$ cat src/rtl/note_sequencer.sv
// note_sequencer: tune-playback sequencer.
// Accepts note commands over valid/ready and drives the frequency table
// address/key select. It captures the returned half-period entry and
// generates a square wave on audio_out for (note_len+1) beats.
// Optional feature macro: NOTE_GAP_EN adds a silent GAP state of one beat
// after every note.
// Ports:
//   clk, rst_n              clock, async active-low reset
//   note_valid/note_ready   command handshake
//   note_code[3:0], note_hi table index / key select of the command
//   note_len[3:0]           duration minus one, in beats
//   beat_tick               one-cycle beat strobe
//   stop                    synchronous abort
//   db_addr[3:0], db_hi     registered frequency-table inputs
//   db_entry[7:0]           half-period entry from the table (0 = silence)
//   audio_out               square-wave tone
//   busy                    high whenever not idle
module note_sequencer #(
  parameter int unsigned PRESCALE = 4
) (
  input  logic       clk,
  input  logic       rst_n,
  input  logic       note_valid,
  output logic       note_ready,
  input  logic [3:0] note_code,
  input  logic       note_hi,
  input  logic [3:0] note_len,
  input  logic       beat_tick,
  input  logic       stop,
  output logic [3:0] db_addr,
  output logic       db_hi,
  input  logic [7:0] db_entry,
  output logic       audio_out,
  output logic       busy
);

  localparam int unsigned CNT_W = 8;
  localparam logic [CNT_W-1:0] PRE_MAX = CNT_W'(PRESCALE - 1);

  typedef enum logic [1:0] {
    S_IDLE = 2'd0,
    S_LOAD = 2'd1,
    S_PLAY = 2'd2
`ifdef NOTE_GAP_EN
    , S_GAP = 2'd3
`endif
  } state_t;

  state_t           state_q, state_d;
  logic [3:0]       addr_d, len_q, len_d, beat_q, beat_d;
  logic             hi_d, audio_d;
  logic [CNT_W-1:0] period_q, period_d, pre_q, pre_d, half_q, half_d;

  // State and registered outputs
  always_ff @(posedge clk or negedge rst_n) begin
    if (!rst_n) begin
      state_q    <= S_IDLE;
      db_addr    <= 4'd0;
      db_hi      <= 1'b0;
      len_q      <= 4'd0;
      beat_q     <= 4'd0;
      period_q   <= '0;
      pre_q      <= '0;
      half_q     <= '0;
      audio_out  <= 1'b0;
      note_ready <= 1'b1;
      busy       <= 1'b0;
    end else begin
      state_q    <= state_d;
      db_addr    <= addr_d;
      db_hi      <= hi_d;
      len_q      <= len_d;
      beat_q     <= beat_d;
      period_q   <= period_d;
      pre_q      <= pre_d;
      half_q     <= half_d;
      audio_out  <= audio_d;
      note_ready <= (state_d == S_IDLE);
      busy       <= (state_d != S_IDLE);
    end
  end

  // Next-state and datapath
  always_comb begin
    state_d  = state_q;
    addr_d   = db_addr;
    hi_d     = db_hi;
    len_d    = len_q;
    beat_d   = beat_q;
    period_d = period_q;
    pre_d    = pre_q;
    half_d   = half_q;
    audio_d  = audio_out;

    case (state_q)
      S_IDLE: begin
        audio_d = 1'b0;
        if (note_valid && note_ready && !stop) begin
          addr_d  = note_code;
          hi_d    = note_hi;
          len_d   = note_len;
          state_d = S_LOAD;
        end
      end

      S_LOAD: begin
        audio_d = 1'b0;
        if (stop) begin
          state_d = S_IDLE;
        end else begin
          period_d = db_entry;
          beat_d   = 4'd0;
          pre_d    = '0;
          half_d   = '0;
          state_d  = S_PLAY;
        end
      end

      S_PLAY: begin
        if (stop) begin
          state_d = S_IDLE;
          audio_d = 1'b0;
        end else if (beat_tick && (beat_q == len_q)) begin
`ifdef NOTE_GAP_EN
          state_d = S_GAP;
`else
          state_d = S_IDLE;
`endif
          audio_d = 1'b0;
        end else begin
          if (beat_tick) beat_d = beat_q + 4'd1;
          // One step per PRESCALE cycles; toggle after period+1 steps
          if (pre_q == PRE_MAX) begin
            pre_d = '0;
            if (half_q == period_q) begin
              half_d = '0;
              // A zero entry is a rest: keep the pin low
              if (period_q != '0) audio_d = ~audio_out;
            end else begin
              half_d = half_q + CNT_W'(1);
            end
          end else begin
            pre_d = pre_q + CNT_W'(1);
          end
        end
      end

`ifdef NOTE_GAP_EN
      S_GAP: begin
        audio_d = 1'b0;
        if (stop || beat_tick) state_d = S_IDLE;
      end
`endif

      default: begin
        state_d = S_IDLE;
        audio_d = 1'b0;
      end
    endcase
  end

endmodule

$ cat config.mk
export PLATFORM = sky130hd
export DESIGN_NAME = note_sequencer
export DESIGN_NICKNAME = d
export VERILOG_FILES = /design/src/rtl/note_sequencer.sv
export SDC_FILE = /design/constraint.sdc
export NUM_CORES = 1
export LEC_CHECK = 0
export CORE_MARGIN = 3
export CORE_UTILIZATION = 35
export DETAILED_ROUTE_END_ITERATION = 10
export SYNTH_ARGS = -nofsm -noshare
export SYNTH_HDL_FRONTEND = slang
export SYNTH_SLANG_ARGS = --single-unit
$ cat constraint.sdc
create_clock -name clk -period 1.71 [get_ports clk]
set_input_delay 0.4275 -clock clk [delete_from_list [all_inputs] [get_ports clk]]
set_output_delay 0.4275 -clock clk [all_outputs]
set_load 0.01 [all_outputs]
==> metrics.md, run 1 <==
| Metric | Value |
|---|---|
| Outcome | complete, no violations |
| First-pass GRT wire length | 7920 um |
| Post-DR wirelength/cell | 14.1 um |
| Worst-case clock buffer depth | 2 |
| Antenna-violating nets left | 0 |
| Remaining Overflow, GRT | 0 |
| Max Cap Viol | 0 |
| Io pins | 30 |
| Final Core Density | 52.2% |
| Clock buffer count from CTS | 5 |
| Post-synthesis sequential area ratio | 49.0% |
| Worst-path cell chain | ha_2, nor4b_4, a21o_4, buf_4, or4_4, nand2_1 |
| Reg2Reg Depth | 6 |
| Crit. End Element | flip-flop |
| Worst endpoint required time | 1.95 ns |
| Most frequent cells in the layout | dfrtp_1, buf_4, clkdlybuf4s50_1 |
| Clk slew on worst S/H paths | about 0.090 ns |
| HPWL Detailed | 3390 um |
| Worst-Margin Slew | 0.626 ns |
| Max VDD drop | about 0.00067 V |
| Type of the worst min-delay path | in2async |
| Hold slack | around 0.03 ns |
| Final wirelength | between 4000 and 5000 um |
| Tcrit/Tclk final | 98.1% |
| Nets | around 280 |
| Layout Skew | 0.00932 ns |
| Critical Path Fanout Max | 7 |
| Area grow syn2layout | 38.5% |
| Setup CP Type | reg2reg |
| Filler cell count in the final layout | 519 |
| Die W | ~84 um |
| Vias in the first global route | 1,640 |
| Max frequency | 0.596 GHz |
| Global-route usage over all layers | 13.9% |
| RR Endpoint | pre_q[6] |
| Post-synth ARST share | 100% |
| Final setup fails | 0 |
| Pre-Repair DR Iteration Count | 4 |
| Post-Synthesis Cell Area | 2150 um^2 |
| Unrepaired setup endpoints after global routing | true |
| Critical Path Source Type | flip-flop |
| # rows | 27 |
| Data arrival time of the worst path | 1.92 ns |
| Relative slew slack | 57.9% |
| Die H | 84.4 um |
| Syn. warnings | 0 |
| DRT iter0 DRCs | 80 |
| Max stage delay on crit path | 0.47 ns |
| Avg Synthesized Cell Area | 11.4 um^2 |
| Hold violation count in the final report | 0 |
| Depth of the CTS H-tree | 2 |
| GP Congestion | 0.827 |
| Minimum clock period | roughly 1.7 ns |
| Main flop type after synthesis | dfrtp_1 |
| Distinct cells, synth | 42 |
| Cell count after synthesis | about 190 |
| Reg-to-reg startpoint | pre_q[0] |
| #FFs+latches synth | 42 |
| CTS Root Cell | clkbuf_8 |
| Max-slew violations | 0 |
| Starting Density | 37.7% |
| Die area | 7120 um^2 |
| Most common cell after layout, fill and taps aside | dfrtp_1 |
| Leak | approximately 1.3 nW |
| Reg area | 1050 um^2 |
| Core region area | 5710 um^2 |
| Post-Syn Nets | 214 |
| Slowest-stage cell, CP | or4_4 |
| Pwr Density | roughly 1300 nW/um^2 |
| Vias | 1,639 |
| Initial antenna violation count | 0 |
| TritonCTS clock tree | built |
| Port buffer count | 29 |
| Largest net degree at the start of global routing | 16 |
| Via/cell ratio | 4.98 |
| Flop2flop setup slack | 0.03 ns |
| EDFF count, synth | 0 |
| Worst-skew pair later-pin latency | 0.30 ns |
| Residual DRC count | 0 |
| Multi-input logic area | 1150 um^2 |
| Clock sinks | 42 |
| # diodes | 0 |
| Layout cells sized above 1 | approximately a third |
-- report_power, final --
group | switching (W) | internal, W | total (W)
Clock | 0.000356 | 0.000436 | 0.000792
Combinational | 0.000613 | 0.000836 | 0.00145
Sequential | 0.000246 | 0.00128 | 0.00153
Total | 0.00122 | 0.00256 | 0.00377
-- worst max-delay path by stage --
stage	cells past startpoint	slack, ns	from	endpoint
final	6	0.03	pre_q[0]	pre_q[6]
after detailed placement	6	-0.33	stop	pre_q[3]
after global placement	6	-0.28	stop	pre_q[3]
after global routing	6	-0.06	half_q[2]	half_q[5]
after floorplan	6	0.01	pre_q[0]	half_q[7]
after CTS	6	0.008	pre_q[0]	pre_q[6]
-- state kept, by name (all words and copies together) (netlist names) --
register and cells:
audio_out 1, beat_q 4, busy 1, db_addr 4
db_hi 1, half_q 8, len_q 4, note_ready 1
period_q 8, pre_q 8, state_q 2
-- cells by family after synthesis --
family	share of synthesized area, %
flops	49.0
compound gates	16.0
fa+ha+maj	1.75
xor+xnor	6.11
buf+inv	2.15
mux	8.91
simple gates	16.1
-- cells in the mapped netlist (all sizes together) (3+ instances only) --
cell type / n / share of area (%)
dfrtp: 41 / 48
mux2: 17 / 8.9
o21ai: 13 / 3.0
xnor2: 13 / 5.3
nand2: 12 / 2.1
nor2: 11 / 1.9
inv: 7 / 1.2
o31ai: 7 / 3.1
and3: 6 / 1.7
nand3: 6 / 1.4
nand2b: 5 / 1.5
nand4: 5 / 1.7
nor2b: 5 / 1.5
buf: 4 / 0.93
a22o: 3 / 1.2
a2bb2oi: 3 / 1.2
ha: 3 / 1.7
nor4: 3 / 0.87
-- layout make-up --
cell class                 instances  share of cell area (%)
tap                               72                    3.03
inverter                           7                   0.882
multi-input combinational        136                    38.6
sequential                        42                    35.4
timing repair buffer              64                    18.4
clock inverter                     2                    1.26
clock buffer                       6                    2.44
-- stage by stage --
step / TNS, ns / total power, W / std cells / worst slack [ns] / cell area (um^2)
final: 0 / 0.00377 / 329 / 0.0320 / 2980
after global routing: -0.263 / 0.00403 / 329 / -0.0587 / 2980
after CTS: 0 / 0.00368 / 326 / 0.00764 / 2860
after detailed placement: -7.08 / 0.00287 / 318 / -0.331 / 2750
after global placement: -6.83 / 0.00285 / 318 / -0.284 / 2750
after floorplan: 0 / 0.00229 / 189 / 0.0108 / 2150
-- critical path: cells and delay by family (launching register included) --
family	cells	cell delay (ns)
buffers and inverters	1	0.15
AO/OA/AOI/OAI	1	0.21
flip-flops	1	0.39
AND/OR/NAND/NOR	3	0.67
adder cells (fa/ha/maj)	1	0.20
-- per-layer routing --
metal  global-route usage [%]  routed length, um  vias to the layer above
met1                     20.0               2270                      778
li1                         -                  -                      821
met4                     5.18                 78                        0
met3                     3.83                204                        7
met2                     20.0               2080                       33
met5                        0                  0                        -
-- timing repair --
action,in CTS,in global routing
setup endpoints to repair,5,14
setup buffers,0,3
resized for setup,2,19
pin swaps,1,8
endpoints found under the hold margin,0,0
hold buffers,0,0
No activity file was read; power rests on OpenSTA's default activity.
==> run 2: changes to the inputs <==
SLEW_MARGIN = 0   (was default)
==> results of run 2 <==
Final layout, timing and power as in run 1 (identical DEF).
==> run 3: changes to the inputs <==
SETUP_SLACK_MARGIN = 0.15   (was default)
clock period = 1.91 ns   (was 1.71 ns; I/O delays follow)
==> run 3 against run 2 <==
Against the previous run:
- worst setup slack improved by 0.17 ns
- clock skew is essentially flat
- core utilization is 2.5 points lower
- largest power group unchanged
==> metrics.md, run 3 (synthesis gave the netlist of run 1 again) <==
| Metric | Value |
|---|---|
| Relative slew slack | 61.6% (+3.6 points) |
| Clk slew on worst S/H paths | 0.09 ns (about the same) |
| Global-route usage over all layers | 13.6% (-0.35 points) |
| GP Congestion | 0.806 (-2.6%) |
| Residual DRC count | 0 (unchanged) |
| Max frequency | 0.586 GHz (-1.6%) |
| Slowest-stage cell, CP | or4_1 |
| Depth of the CTS H-tree | 2 (unchanged) |
| DRT iter0 DRCs | 89 (+11%) |
| Vias in the first global route | 1,652 (+0.73%) |
| HPWL Detailed | 3310 um (-2.4%) |
| Clock sinks | 42 (unchanged) |
| Max VDD drop | 0.000630 V (-5.8%) |
| Met2 wire len | 2030 um (-2.5%) |
| Max stage delay on crit path | 0.46 ns (about the same) |
| Flop2flop setup slack | 0.20 ns (+0.17 ns) |
| Reg2Reg Depth | 6 (unchanged) |
| Type of the worst min-delay path | in2async |
| # diodes | 0 (unchanged) |
| Worst-Margin Slew | 0.571 ns (-0.0542 ns) |
| Leak | 1.23 nW (-4.3%) |
| Cell family with most CP delay | simple AND/OR/NAND/NOR gates |
| Setup CP Type | reg2reg |
| Antenna-violating nets left | 0 (unchanged) |
| Die area | 7120 um^2 (unchanged) |
| Most common cell after layout, fill and taps aside | dfrtp_1 |
| Hold buffer count at CTS | 0 (unchanged) |
| Vias | 1,581 (-3.5%) |
| CTS Root Cell | clkbuf_8 |
| Area grow syn2layout | 31.8% |
| Outcome | complete, no violations |
| Worst-case clock buffer depth | 2 (unchanged) |
| Met3 wire len | 179 um (-12%) |
| TritonCTS clock tree | built |
| Port buffer count | 29 (unchanged) |
| Biggest regs | half_q: 8 flops, period_q: 8 flops, pre_q: 8 flops |
| Critical Path Source Type | flip-flop |
| Layout cells sized above 1 | 28.0% (-6.6 points) |
| Tcrit/Tclk final | 89.3% (-8.9 points) |
| Layout Skew | 0.00938 ns (+0.0000611 ns) |
| Pre-Repair DR Iteration Count | 4 (unchanged) |
| Starting Density | 37.7% (unchanged) |
| Via/cell ratio | 5.02 (+0.75%) |
| Remaining Overflow, GRT | 0 (unchanged) |
| # rows | 27 (unchanged) |
| First-pass GRT wire length | 7850 um (-0.96%) |
| Unrepaired setup endpoints after global routing | true |
| Crit. End Element | flip-flop |
| Reg-to-reg startpoint | pre_q[0] |
| Critical Path Fanout Max | 7 (unchanged) |
| Most frequent cells in the layout | dfrtp_1, clkdlybuf4s50_1, buf_4 |
| Levels on crit path | 6 (unchanged) |
| Filler cell count in the final layout | 526 (+1.3%) |
| RR Endpoint | pre_q[6] |
| Placed Area | 2650 um^2 (-3.6%) |
| Buf/Inv on CP | 1 (unchanged) |
| Worst endpoint required time | 2.15 ns (+0.20 ns) |
| Nets | 267 (-5.0%) |
| Hold violation count in the final report | 0 (unchanged) |
| Io pins | 30 (unchanged) |
| Final wirelength | 4470 um (-3.7%) |
| Worst-path cell chain | ha_4, nor4b_4, a21o_4, buf_4, or4_1, nand2_1 |
| Top Metal Used | met4 |
| Die H | 84.4 um (unchanged) |
| CP Launch Point | pre_q[0] |
| Clock buffer count from CTS | 5 (unchanged) |
| Pwr Density | 1130 nW/um^2 (-11%) |
| Data arrival time of the worst path | 1.95 ns (+0.03 ns) |
| Minimum clock period | 1.71 ns (+0.0271 ns) |
| Initial antenna violation count | 0 (unchanged) |
| Pwr Total | 0.00320 W (-15%) |
| Largest net degree at the start of global routing | 43 (+27) |
| Die W | 84.4 um (unchanged) |
| Worst-skew pair later-pin latency | 0.30 ns (about the same) |
| Final setup fails | 0 (unchanged) |
| Layout Cell Area excl Fill | 2830 um^2 (-4.9%) |
| Max Cap Viol | 0 (unchanged) |
| Core region area | 5710 um^2 (unchanged) |
| Max-slew violations | 0 (unchanged) |
| Post-DR wirelength/cell | 14.2 um (+0.61%) |
| Wire length on met1 | 2200 um (-3.2%) |
## run 3: changes by cell type in the layout (fill, tap and decap cells not counted), moves of 2 or more
cell / previous run / this run
buf_4: 34 / 20
dlymetal6s2s_1: 0 / 2
o31ai_4: 2 / 0
xnor2_1: 11 / 13
xnor2_2: 2 / 0
## run 3: worst max-delay path by stage
stage,endpoint
after global placement,pre_q[3]
final,pre_q[6]
after floorplan,half_q[7]
after detailed placement,pre_q[5]
after global routing,pre_q[6]
after CTS,pre_q[5]
## run 3: repair_timing
item | CTS | global route
gates cloned | 0 | 0
pin swaps | 1 | 5
gates resized for setup | 5 | 8
endpoints found under the setup margin | 10 | 17
buffers inserted | 1 | 1
## run 3: where the power goes
group | switching, W | internal (W) | leakage [nW]
logic | 0.000458 | 0.000620 | 0.638
clock network | 0.000332 | 0.000392 | 0.0585
registers | 0.000253 | 0.00115 | 0.531
total | 0.00104 | 0.00216 | 1.23
## run 3: metrics by stage
| step | setup WS, ns | hold WS, ns | util (%) | std cells | TNS [ns] |
|---|---|---|---|---|---|
| 2_1_floorplan | 0.191 | 0.182 | - | 189 | 0 |
| 3_3_place_gp | -0.113 | 0.490 | 46.5 | 305 | -1.90 |
| 3_5_place_dp | -0.161 | 0.499 | 46.5 | 305 | -2.18 |
| 4_1_cts | 0.158 | 0.251 | 49.0 | 314 | 0 |
| 5_1_grt | 0.115 | 0.280 | 49.6 | 315 | 0 |
| 6_report | 0.205 | 0.233 | 49.6 | 315 | 0 |
## run 3: area by class of cell
type / count / area [um^2] / area share, %
Clock buffer: 5 / 68.8 / 2.43
Clock inverter: 3 / 43.8 / 1.55
Inverter: 7 / 26.3 / 0.928
Multi-Input combinational cell: 136 / 1100 / 38.8
Sequential cell: 42 / 1050 / 37.2
Tap cell: 72 / 90.1 / 3.18
Timing Repair Buffer: 50 / 450 / 15.9
## run 3: worst reg2reg max path: cells and delay by family (launching register included)
family	cells	cell delay, ns
buf+inv	1	0.15
fa+ha+maj	1	0.18
compound gates	1	0.23
flops	1	0.42
simple gates	3	0.66
## run 3: metal layers
layer | track usage [%] | vias to the layer above
met1 | 18.6 | 756
met5 | 0 | -
met3 | 4.42 | 6
li1 | - | 795
met2 | 20.6 | 24
met4 | 3.88 | 0
